===== src/rtl/issue_pkg.sv =====
// issue_pkg: opcode constants, opcode classes and issue FSM states shared by the issue controller.
package issue_pkg;
  localparam logic [4:0] OP_ADD  = 5'b00000;
  localparam logic [4:0] OP_SUB  = 5'b00001;
  localparam logic [4:0] OP_ADDI = 5'b01101;
  localparam logic [4:0] OP_LDR  = 5'b10010;
  localparam logic [4:0] OP_STR  = 5'b10011;
  localparam logic [4:0] OP_B    = 5'b10100;
  typedef enum logic [2:0] {CLS_ALU_RR, CLS_ALU_IMM, CLS_LDR, CLS_STR, CLS_BR, CLS_NOP} op_class_t;
  typedef enum logic {RUN, BR_WAIT} state_t;
endpackage


===== src/rtl/opcode_classifier.sv =====
// opcode_classifier: decodes an opcode into its class and register read/write usage.
module opcode_classifier
  import issue_pkg::*;
(
  input  logic [4:0] opcode,
  output op_class_t  cls,
  output logic       uses_rn,
  output logic       uses_rm,
  output logic       reads_rd,
  output logic       writes_rd,
  output logic       is_branch
);
  assign cls = opcode[4:3] == 2'b00 ? CLS_ALU_RR :
               opcode[4:3] == 2'b01 ? CLS_ALU_IMM :
               opcode == OP_LDR     ? CLS_LDR :
               opcode == OP_STR     ? CLS_STR :
               opcode == OP_B       ? CLS_BR : CLS_NOP;
  assign uses_rn   = cls inside {CLS_ALU_RR, CLS_ALU_IMM, CLS_LDR, CLS_STR};
  assign uses_rm   = cls == CLS_ALU_RR;
  assign reads_rd  = cls == CLS_STR;
  assign writes_rd = cls inside {CLS_ALU_RR, CLS_ALU_IMM, CLS_LDR};
  assign is_branch = cls == CLS_BR;
endmodule


===== src/rtl/issue_scoreboard.sv =====
// issue_scoreboard: hazard-checking issue stage with a 16-entry write scoreboard and branch wait.
// Define ISSUE_FWD_EN to track only loads (ALU results forwarded) and ignore unmatched writebacks.
module issue_scoreboard
  import issue_pkg::*;
#(
  parameter int MAX_INFLIGHT = 4,
  parameter int CNT_W = 16
) (
  input  logic             clk,
  input  logic             rst,
  input  logic             dec_valid,
  output logic             dec_ready,
  input  logic [4:0]       dec_opcode,
  input  logic [3:0]       dec_rn,
  input  logic [3:0]       dec_rm,
  input  logic [3:0]       dec_rd,
  output logic             iss_valid,
  output logic [4:0]       iss_opcode,
  output logic [3:0]       iss_rn,
  output logic [3:0]       iss_rm,
  output logic [3:0]       iss_rd,
  input  logic             wb_valid,
  input  logic [3:0]       wb_rd,
  input  logic             ex_br_valid,
  input  logic             ex_br_taken,
  output logic             flush,
  output logic [CNT_W-1:0] stall_cnt,
  output logic             err
);
  localparam logic [3:0] MAX_I = 4'(MAX_INFLIGHT);
  op_class_t  cls;
  state_t     state, state_n;
  logic       uses_rn, uses_rm, reads_rd, writes_rd, is_branch;
  logic [15:0] sb, sb_n, busy_vec, clr_mask, set_mask;
  logic [3:0] inflight;
  logic       tracked, wb_clr, hazard, full, accept, err_hit;
  opcode_classifier u_cls (
    .opcode(dec_opcode), .cls(cls), .uses_rn(uses_rn), .uses_rm(uses_rm),
    .reads_rd(reads_rd), .writes_rd(writes_rd), .is_branch(is_branch)
  );
`ifdef ISSUE_FWD_EN
  assign tracked = cls == CLS_LDR;
  assign err_hit = ex_br_valid && state == RUN;
`else
  assign tracked = cls inside {CLS_ALU_RR, CLS_ALU_IMM, CLS_LDR};
  assign err_hit = (ex_br_valid && state == RUN) || (wb_valid && !sb[wb_rd]);
`endif
  // A same-cycle writeback releases its register before hazards are evaluated.
  assign wb_clr   = wb_valid && sb[wb_rd];
  assign clr_mask = wb_clr ? 16'b1 << wb_rd : 16'b0;
  assign busy_vec = sb & ~clr_mask;
  assign hazard   = (uses_rn && busy_vec[dec_rn]) || (uses_rm && busy_vec[dec_rm]) ||
                    ((reads_rd || writes_rd) && busy_vec[dec_rd]);
  assign full     = tracked && inflight == MAX_I && !wb_clr;
  assign accept   = dec_valid && dec_ready;
  assign set_mask = accept && tracked ? 16'b1 << dec_rd : 16'b0;
  assign sb_n     = (sb & ~clr_mask) | set_mask;
  always_comb begin
    state_n = state == RUN ? (accept && is_branch ? BR_WAIT : RUN) : (ex_br_valid ? RUN : BR_WAIT);
  end
  always_comb begin
    dec_ready = state == RUN && !hazard && !full;
  end
  always_ff @(posedge clk) begin
    if (rst) begin
      state      <= RUN;
      sb         <= '0;
      inflight   <= '0;
      iss_valid  <= 1'b0;
      iss_opcode <= '0;
      iss_rn     <= '0;
      iss_rm     <= '0;
      iss_rd     <= '0;
      flush      <= 1'b0;
      stall_cnt  <= '0;
      err        <= 1'b0;
    end else begin
      state     <= state_n;
      sb        <= sb_n;
      inflight  <= inflight + 4'(|set_mask) - 4'(wb_clr);
      iss_valid <= accept;
      if (accept) begin
        iss_opcode <= dec_opcode;
        iss_rn     <= dec_rn;
        iss_rm     <= dec_rm;
        iss_rd     <= dec_rd;
      end
      flush     <= state == BR_WAIT && ex_br_valid && ex_br_taken;
      stall_cnt <= dec_valid && !dec_ready && !(&stall_cnt) ? stall_cnt + 1'b1 : stall_cnt;
      err       <= err | err_hit;
    end
  end
endmodule


===== config.mk =====
export PLATFORM = sky130hd
export DESIGN_NAME = issue_scoreboard
export DESIGN_NICKNAME = d
export VERILOG_FILES = /design/src/rtl/issue_pkg.sv /design/src/rtl/opcode_classifier.sv /design/src/rtl/issue_scoreboard.sv
export SDC_FILE = /design/constraint.sdc
export NUM_CORES = 1
export LEC_CHECK = 0
export CAP_MARGIN = 30
export CELL_PAD_IN_SITES_DETAIL_PLACEMENT = 2
export CELL_PAD_IN_SITES_GLOBAL_PLACEMENT = 2
export CORE_MARGIN = 3
export CORE_UTILIZATION = 34
export CTS_CLUSTER_DIAMETER = 150
export DETAILED_ROUTE_END_ITERATION = 10
export PLACE_DENSITY = 0.86
export SLEW_MARGIN = 5
export SYNTH_ARGS = -nofsm -noshare
export SYNTH_HDL_FRONTEND = slang
export SYNTH_SLANG_ARGS = --single-unit

===== constraint.sdc =====
create_clock -name clk -period 10.4 [get_ports clk]
set_input_delay 2.08 -clock clk [delete_from_list [all_inputs] [get_ports clk]]
set_output_delay 2.08 -clock clk [all_outputs]
set_load 0.05 [all_outputs]

==> results.txt, run 1 <==
----------------------------------------------------
[Outcome]
  Outcome ... finished, final reports clean

[Logic synthesis]
  Mux contribution to synthesized area ... between 10% and 20%
  Post-synthesis area per instance ... roughly 8.6 µm²
  Netlist cell types ... 72
  Largest family of logic cells by synthesized area ... simple AND/OR/NAND/NOR gates
  Number of synthesized flops with an enable pin ... 0
  Post-Syn Instances ... 410
  Synth area leader ... sky130_fd_sc_hd__dfxtp_1
  Ys async rst share ... 0%
  Share of Yosys cell area claimed by the top area cell type ... approximately a third
  Post-synthesis xor/xnor area fraction ... under 10%
  Post-synth top flop ... sky130_fd_sc_hd__dfxtp_1
  Warnings, synthesis ... 0
  Compound-Gate Fraction of Synth Area ... 21.2%
  Simple logic cell fraction of the synthesized area ... around a quarter
  Post-Synth Adder-Cell Area ... roughly 2.7%
  Netlist area before placement ... roughly 3500 µm²
  Number of synthesized register bits ... 57
  Largest cells by area after synthesis ... sky130_fd_sc_hd__dfxtp_1 32%, sky130_fd_sc_hd__mux2i_1 7.4%, sky130_fd_sc_hd__nor2_1 4.8%
  Sequential-to-total area share from yosys stat ... 32.4%
  Mapped Nets ... approximately 440

[Worst hold path]
  Min-delay worst type ... flop to flop

[STA]
  Relative max-transition margin ... between 30% and 40%
  Ratio of final minimum period to clock period ... between 70% and 80%
  Period minus WS final ... about 8000 ps
  Final setup vio count ... 0
  Max-slew violation count ... 0
  Number of failing hold endpoints at the final stage ... 0
  Final clock skew ... around 11 ps
  Worst path setup slack after routing ... between 2000 and 2500 ps
  Pin slew with the least headroom to its limit ... ~1000 ps
  Unrepaired setup endpoints after global routing ... no
  Timing-limited maximum frequency ... around 120 MHz
  Sum of negative setup slack ... 0 ps

[Route]
  Ratio of routed vias to standard cells ... 5.88
  Total detailed-routing wirelength ... 13.6 mm
  Remaining antenna violation count ... 0
  Total vias in the final route ... around 3500
  Initial DRC Count ... 273
  Routed wirelength normalized by instance count ... 22.7 µm
  Count of unresolved DRC violations after routing ... 0
  Total iterations of the first detailed-routing run ... 4

[Clocking]
  Count of hold-fix buffers inserted at cts ... 0
  Cell at the root of the clock tree ... sky130_fd_sc_hd__clkbuf_8
  Resized Gates After CTS ... 0
  Largest buffer count on any clock path ... 2
  # clock sinks ... 57
  # Post-CTS Setup Buffers ... 0
  Worst skew pair latency ... around 350 ps
  Number of buffers created by CTS ... 9
  CTS tree ... built
  Clock H-tree levels ... 3
  Clock transition at the registers of the reported paths ... ~70 ps

[Global routing]
  Total GRT Usage ... approximately 24%
  Antenna violations before repair ... 0
  Total congestion overflow ... 0
  Number of global-route vias before repair ... around 3800
  Pin count of the biggest net entering global routing ... between 60 and 70
  Global-route wire length before repair ... roughly 22 mm

[Critical path]
  Classification of the worst setup path ... primary input to output port
  Worst-path maximum fanout ... 15
  Type of element capturing the critical path ... output port
  Worst endpoint required time ... around 8300 ps
  Startpoint types ... primary input
  Arr. time, crit path ... between 6000 and 7000 ps

[Pwr]
  PD cells ... between 100 and 150 nW/µm²
  Share of power burned in the clock network ... a little over a third
  Leakage power ... 1.68 nW
  Maximum resistive drop on vdd ... between 0.08 and 0.09 mV
  Internal cell power ... around 0.42 mW
  Relative contribution of sequential cells to total power ... between 30 and 40%
  Comb pwr share ... between 20% and 30%
  Switching Power ... between 0.2 and 0.25 mW
  Fraction of power spent switching nets ... between 30% and 40%

[Floorplanning]
  Top-level I/O count ... 64
  Total core area ... roughly 9900 µm²
  Site row count ... 36
  Die outline width ... 108 µm
  Starting Density ... ~36%
  Chip height ... roughly 110 µm
  Total die area ... 11600 µm²

[Placement]
  Sum of net half-perimeters after detailed placement ... between 9 and 10 mm
  Routability cong. ... slightly above 0.9
  Buffers added on ports ... between 60 and 70
  Placement Setup Slack ... about 2300 ps

[Layout]
  Fraction of layout cells with a size suffix above 1 ... 9.64%
  Final design utilization ... between 40 and 50%
  Diodes inserted ... 0
  Net total in the final layout ... slightly below 500
  Layout overhead on the synthesized area ... 25.7%

[Job]
  Max-Cap Viols ... 0

----------------------------------------------------
## layer usage
metal | wire length (µm) | up-vias | share of wire, % | GRT usage (%)
met5 | 0 | - | 0 | 0
met4 | 255 | 0 | 1.9 | 7.66
met3 | 818 | 21 | 6.0 | 4.68
met2 | 6770 | 115 | 50 | 41.1
met1 | 5770 | 1771 | 42 | 30.9
li1 | - | 1619 | - | -
## path summary, 6_finish.rpt
check,startpoint,endpoint,slack [ps],depth (start not counted)
setup reg to reg,sb[13]$_SDFF_PP0_,inflight[2]$_SDFF_PP0_,6200,16
setup / recovery,wb_rd[1],dec_ready,2180,10
hold reg to reg,iss_opcode[0]$_SDFFE_PP0N_,iss_opcode[0]$_SDFFE_PP0N_,500,2
hold / removal,iss_opcode[0]$_SDFFE_PP0N_,iss_opcode[0]$_SDFFE_PP0N_,500,2
## synth_stat cells (all sizes together), types with 6 or more instances
| library cell | count |
|---|---|
| mux2i | 26 |
| clkbuf | 11 |
| nand2b | 6 |
| nor2b | 15 |
| and3 | 10 |
| inv | 21 |
| dfxtp | 57 |
| ha | 6 |
| nor2 | 45 |
| nand2 | 19 |
| nand4 | 6 |
| a21oi | 15 |
| nand3 | 23 |
| a21o | 8 |
| mux2 | 14 |
| o22ai | 17 |
| buf | 14 |
| o31ai | 7 |
| o21ai | 15 |
## cells by family after synthesis
kind of cell | count (synthesis)
AND/OR/NAND/NOR | 153
AO/OA/AOI/OAI | 100
flip-flops | 57
buffers and inverters | 46
multiplexers | 42
adder cells (fa/ha/maj) | 7
XOR/XNOR | 5
## power by group through the flow
stage | logic (mW) | registers [mW] | clock network, mW
3_5_place_dp | 0.158 | 0.245 | 0
2_1_floorplan | 0.0812 | 0.269 | 0
4_1_cts | 0.164 | 0.242 | 0.227
3_3_place_gp | 0.151 | 0.245 | 0
6_report | 0.163 | 0.241 | 0.223
5_1_grt | 0.177 | 0.244 | 0.238
## placed cells by master (no fill, tap or decap), drive strengths merged, types with 3 or more instances in the layout
cell / instances
mux2i: 26
a31oi: 4
nor4: 4
o2111ai: 3
nand3b: 3
clkbuf: 12
ha: 6
inv: 21
nor2b: 15
a21oi: 15
clkdlybuf4s50: 62
o31ai: 7
o21ai: 15
a21o: 8
dfxtp: 57
o21a: 3
nand3: 23
mux2: 14
nor2: 45
xor2: 4
nor3: 4
a211oi: 3
o22ai: 17
and3: 10
o211ai: 3
nand2: 19
or2: 3
nand2b: 6
nand4: 6
nand4bb: 3
buf: 4
## stage by stage
stage / power, mW / hold WS, ps / instance area (µm²) / instances
6_report: 0.628 / 501 / 4420 / 600
5_1_grt: 0.659 / 538 / 4420 / 600
4_1_cts: 0.634 / 508 / 4420 / 600
3_5_place_dp: 0.403 / 488 / 4220 / 584
3_3_place_gp: 0.396 / 478 / 4210 / 583
2_1_floorplan: 0.350 / 479 / 3520 / 410
## layout make-up
| class | count | area (µm²) |
|---|---|---|
| clock buffer | 12 | 155 |
| multi-input combinational | 307 | 2180 |
| tap | 133 | 166 |
| clock inverter | 4 | 51.3 |
| inverter | 21 | 78.8 |
| fill | 1095 | 5490 |
| sequential | 57 | 1140 |
| timing repair buffer | 66 | 652 |
## worst max-delay path, cell delays in order
cell and delay, ps:
sky130_fd_sc_hd__clkdlybuf4s50_1 900, sky130_fd_sc_hd__mux2_1 270, sky130_fd_sc_hd__o21ai_0 120, sky130_fd_sc_hd__o31ai_1 760
sky130_fd_sc_hd__o22a_1 270, sky130_fd_sc_hd__o211ai_1 100, sky130_fd_sc_hd__o41ai_2 490, sky130_fd_sc_hd__nand3_1 190
sky130_fd_sc_hd__inv_1 120, sky130_fd_sc_hd__clkdlybuf4s50_1 830
## registers in the layout, indices dropped and copies added (netlist names), 4 cells and up
name and count:
inflight 4, iss_opcode 5, stall_cnt 16, iss_rn 4, sb 16, iss_rm 4, iss_rd 4
Note: power is estimated with default switching activity, not from simulation.
==> inputs of run 2 (changes only) <==
--- a/config.mk
+++ b/config.mk
@@ -9,10 +9,10 @@
 export CELL_PAD_IN_SITES_DETAIL_PLACEMENT = 2
 export CELL_PAD_IN_SITES_GLOBAL_PLACEMENT = 2
 export CORE_MARGIN = 3
-export CORE_UTILIZATION = 34
+export CORE_UTILIZATION = 28
 export CTS_CLUSTER_DIAMETER = 150
 export DETAILED_ROUTE_END_ITERATION = 10
-export PLACE_DENSITY = 0.86
+export PLACE_DENSITY = 0.75
 export SLEW_MARGIN = 5
 export SYNTH_ARGS = -nofsm -noshare
 export SYNTH_HDL_FRONTEND = slang
==> constraint.sdc (replaced) <==
create_clock -name clk -period 7.4 [get_ports clk]
set_input_delay 1.48 -clock clk [delete_from_list [all_inputs] [get_ports clk]]
set_output_delay 1.48 -clock clk [all_outputs]
set_load 0.05 [all_outputs]
==> results.txt, run 2 (same netlist as run 1, synthesis figures left out) <==
----------------------------------------------------
[Floorplanning]
  Site row count ... 40
  Total core area ... 12200 µm²
  Total die area ... around 14000 µm²
  Top-level I/O count ... 64
  Die outline width ... roughly 120 µm
  Starting Density ... 29.0%
  Chip height ... 118 µm

[Pwr]
  Fraction of power spent switching nets ... 30.7%
  Maximum resistive drop on vdd ... around 0.097 mV
  Internal cell power ... between 0.6 and 0.7 mW
  Leakage power ... between 1.5 and 2 nW
  Comb pwr share ... between 20% and 30%
  Share of power burned in the clock network ... a little over two fifths
  Relative contribution of sequential cells to total power ... around a third
  Switching Power ... 0.300 mW
  PD cells ... between 200 and 250 nW/µm²

[Global routing]
  Number of global-route vias before repair ... around 3800
  Antenna violations before repair ... 0
  Total GRT Usage ... between 10% and 20%
  Pin count of the biggest net entering global routing ... 69
  Global-route wire length before repair ... 21.2 mm
  Total congestion overflow ... 0

[STA]
  Max-slew violation count ... 0
  Number of failing hold endpoints at the final stage ... 0
  Final clock skew ... around 6.1 ps
  Pin slew with the least headroom to its limit ... about 940 ps
  Timing-limited maximum frequency ... around 160 MHz
  Final setup vio count ... 0
  Unrepaired setup endpoints after global routing ... no
  Sum of negative setup slack ... 0 ps
  Relative max-transition margin ... ~37%
  Period minus WS final ... approximately 6400 ps
  Ratio of final minimum period to clock period ... 87.0%

[Critical path]
  R2r endpoint ... inflight[2]$_SDFF_PP0_
  Cell count of the worst reg-to-reg path ... 16
  Worst-path maximum fanout ... 15
  Arr. time, crit path ... between 4000 and 5000 ps
  CP Launch Point ... wb_rd[1]
  Worst endpoint required time ... roughly 5900 ps
  Source of the worst register-to-register timing path ... sb[13]$_SDFF_PP0_
  Type of element capturing the critical path ... output port
  Classification of the worst setup path ... primary input to output port
  Worst R2R Setup Slack ... between 3000 and 4000 ps
  Critical Path End ... dec_ready
  Startpoint types ... primary input

[Route]
  Remaining antenna violation count ... 0
  Routed wirelength normalized by instance count ... 20.7 µm
  Count of unresolved DRC violations after routing ... 0
  Ratio of routed vias to standard cells ... 5.48
  Total iterations of the first detailed-routing run ... 4
  Total vias in the final route ... 3488
  Total detailed-routing wirelength ... approximately 13 mm
  Initial DRC Count ... between 150 and 200

[Layout]
  Fraction of layout cells with a size suffix above 1 ... approximately a tenth
  Diodes inserted ... 0
  Net total in the final layout ... about 500
  Most common cell after layout, fill and taps aside ... sky130_fd_sc_hd__clkdlybuf4s50_1
  Layout overhead on the synthesized area ... 29.3%
  Final design utilization ... 37.4%
  Commonest cells after routing, fill and taps aside ... 61 x sky130_fd_sc_hd__clkdlybuf4s50_1, 57 x sky130_fd_sc_hd__dfxtp_1, 45 x sky130_fd_sc_hd__nor2_1
  Largest registers ... sb (16), stall_cnt (16), iss_opcode (5)

[Worst hold path]
  Min-delay worst type ... flop to flop
  Worst Min Path Start ... iss_rd[3]$_SDFFE_PP0N_

[Clocking]
  Clock H-tree levels ... 3
  Number of buffers created by CTS ... 9
  CTS tree ... built
  # Post-CTS Setup Buffers ... 0
  Resized Gates After CTS ... 0
  Largest buffer count on any clock path ... 2
  Worst skew pair latency ... 330 ps
  Cell at the root of the clock tree ... sky130_fd_sc_hd__clkbuf_16
  Count of hold-fix buffers inserted at cts ... 0
  # clock sinks ... 57
  Clock transition at the registers of the reported paths ... 50 ps

[Placement]
  Sum of net half-perimeters after detailed placement ... roughly 9.6 mm
  Buffers added on ports ... 63
  Routability cong. ... ~0.95

[Job]
  Max-Cap Viols ... 0

[Outcome]
  Outcome ... finished, final reports clean

----------------------------------------------------
run 2: cell count changes in the layout (fill, tap and decap cells not counted):
cell	change
sky130_fd_sc_hd__buf_4	+3
sky130_fd_sc_hd__buf_6	-1
sky130_fd_sc_hd__clkbuf_1	+2
sky130_fd_sc_hd__clkbuf_16	+9
sky130_fd_sc_hd__clkbuf_8	-10
sky130_fd_sc_hd__clkdlybuf4s50_1	-1
sky130_fd_sc_hd__clkinv_2	+1
sky130_fd_sc_hd__clkinv_4	-1
sky130_fd_sc_hd__clkinvlp_4	-1
run 2: how the worst min path moves through the flow:
stage / end / slack, ps / depth (start not counted)
after floorplan: sb[8]$_SDFF_PP0_ / 480 / 2
after global placement: iss_opcode[3]$_SDFFE_PP0N_ / 480 / 2
after detailed placement: iss_rd[3]$_SDFFE_PP0N_ / 490 / 2
after CTS: iss_rd[3]$_SDFFE_PP0N_ / 510 / 2
after global routing: iss_rn[0]$_SDFFE_PP0N_ / 540 / 2
final: iss_rd[3]$_SDFFE_PP0N_ / 500 / 2
run 2: power by group through the flow:
stage / clock network [mW] / registers, mW / logic [mW]
finish: 0.416 / 0.339 / 0.224
global route: 0.442 / 0.341 / 0.244
CTS: 0.426 / 0.339 / 0.227
detailed placement: 0 / 0.345 / 0.224
global placement: 0 / 0.344 / 0.216
floorplan: 0 / 0.378 / 0.114
run 2: layout make-up:
| type | instances | area, µm² |
|---|---|---|
| Tap cell | 168 | 210 |
| Clock inverter | 3 | 40.0 |
| Fill cell | 1362 | 7610 |
| Inverter | 21 | 78.8 |
| Sequential cell | 57 | 1140 |
| Timing Repair Buffer | 67 | 653 |
| Clock buffer | 13 | 250 |
| Multi-Input combinational cell | 307 | 2180 |
run 2: critical path, cell delays in order:
cell                              delay, ps
sky130_fd_sc_hd__clkdlybuf4s50_1        900
sky130_fd_sc_hd__mux2i_1                210
sky130_fd_sc_hd__a221oi_1               540
sky130_fd_sc_hd__a21oi_1                370
sky130_fd_sc_hd__o2111ai_1              280
sky130_fd_sc_hd__a21oi_1                120
sky130_fd_sc_hd__o41ai_2                500
sky130_fd_sc_hd__nand3_1                210
sky130_fd_sc_hd__inv_1                  130
sky130_fd_sc_hd__buf_4                  210
run 2: per-layer routing:
metal | vias up | routed length [µm] | track usage [%]
li1 | 1621 | - | -
met1 | 1736 | 6100 | 25.8
met4 | 0 | 443 | 8.86
met3 | 34 | 705 | 3.35
met2 | 97 | 5900 | 29.3
met5 | - | 0 | 0
run 2: metrics by stage:
| stage | setup WS (ps) | power, mW | instance area [µm²] | instances | hold WS, ps |
|---|---|---|---|---|---|
| 2_1_floorplan | 2140 | 0.492 | 3520 | 410 | 479 |
| 3_3_place_gp | 998 | 0.559 | 4260 | 620 | 481 |
| 3_5_place_dp | 966 | 0.569 | 4260 | 620 | 490 |
| 4_1_cts | 970 | 0.991 | 4550 | 636 | 508 |
| 5_1_grt | 727 | 1.03 | 4550 | 636 | 536 |
| 6_report | 959 | 0.978 | 4550 | 636 | 500 |
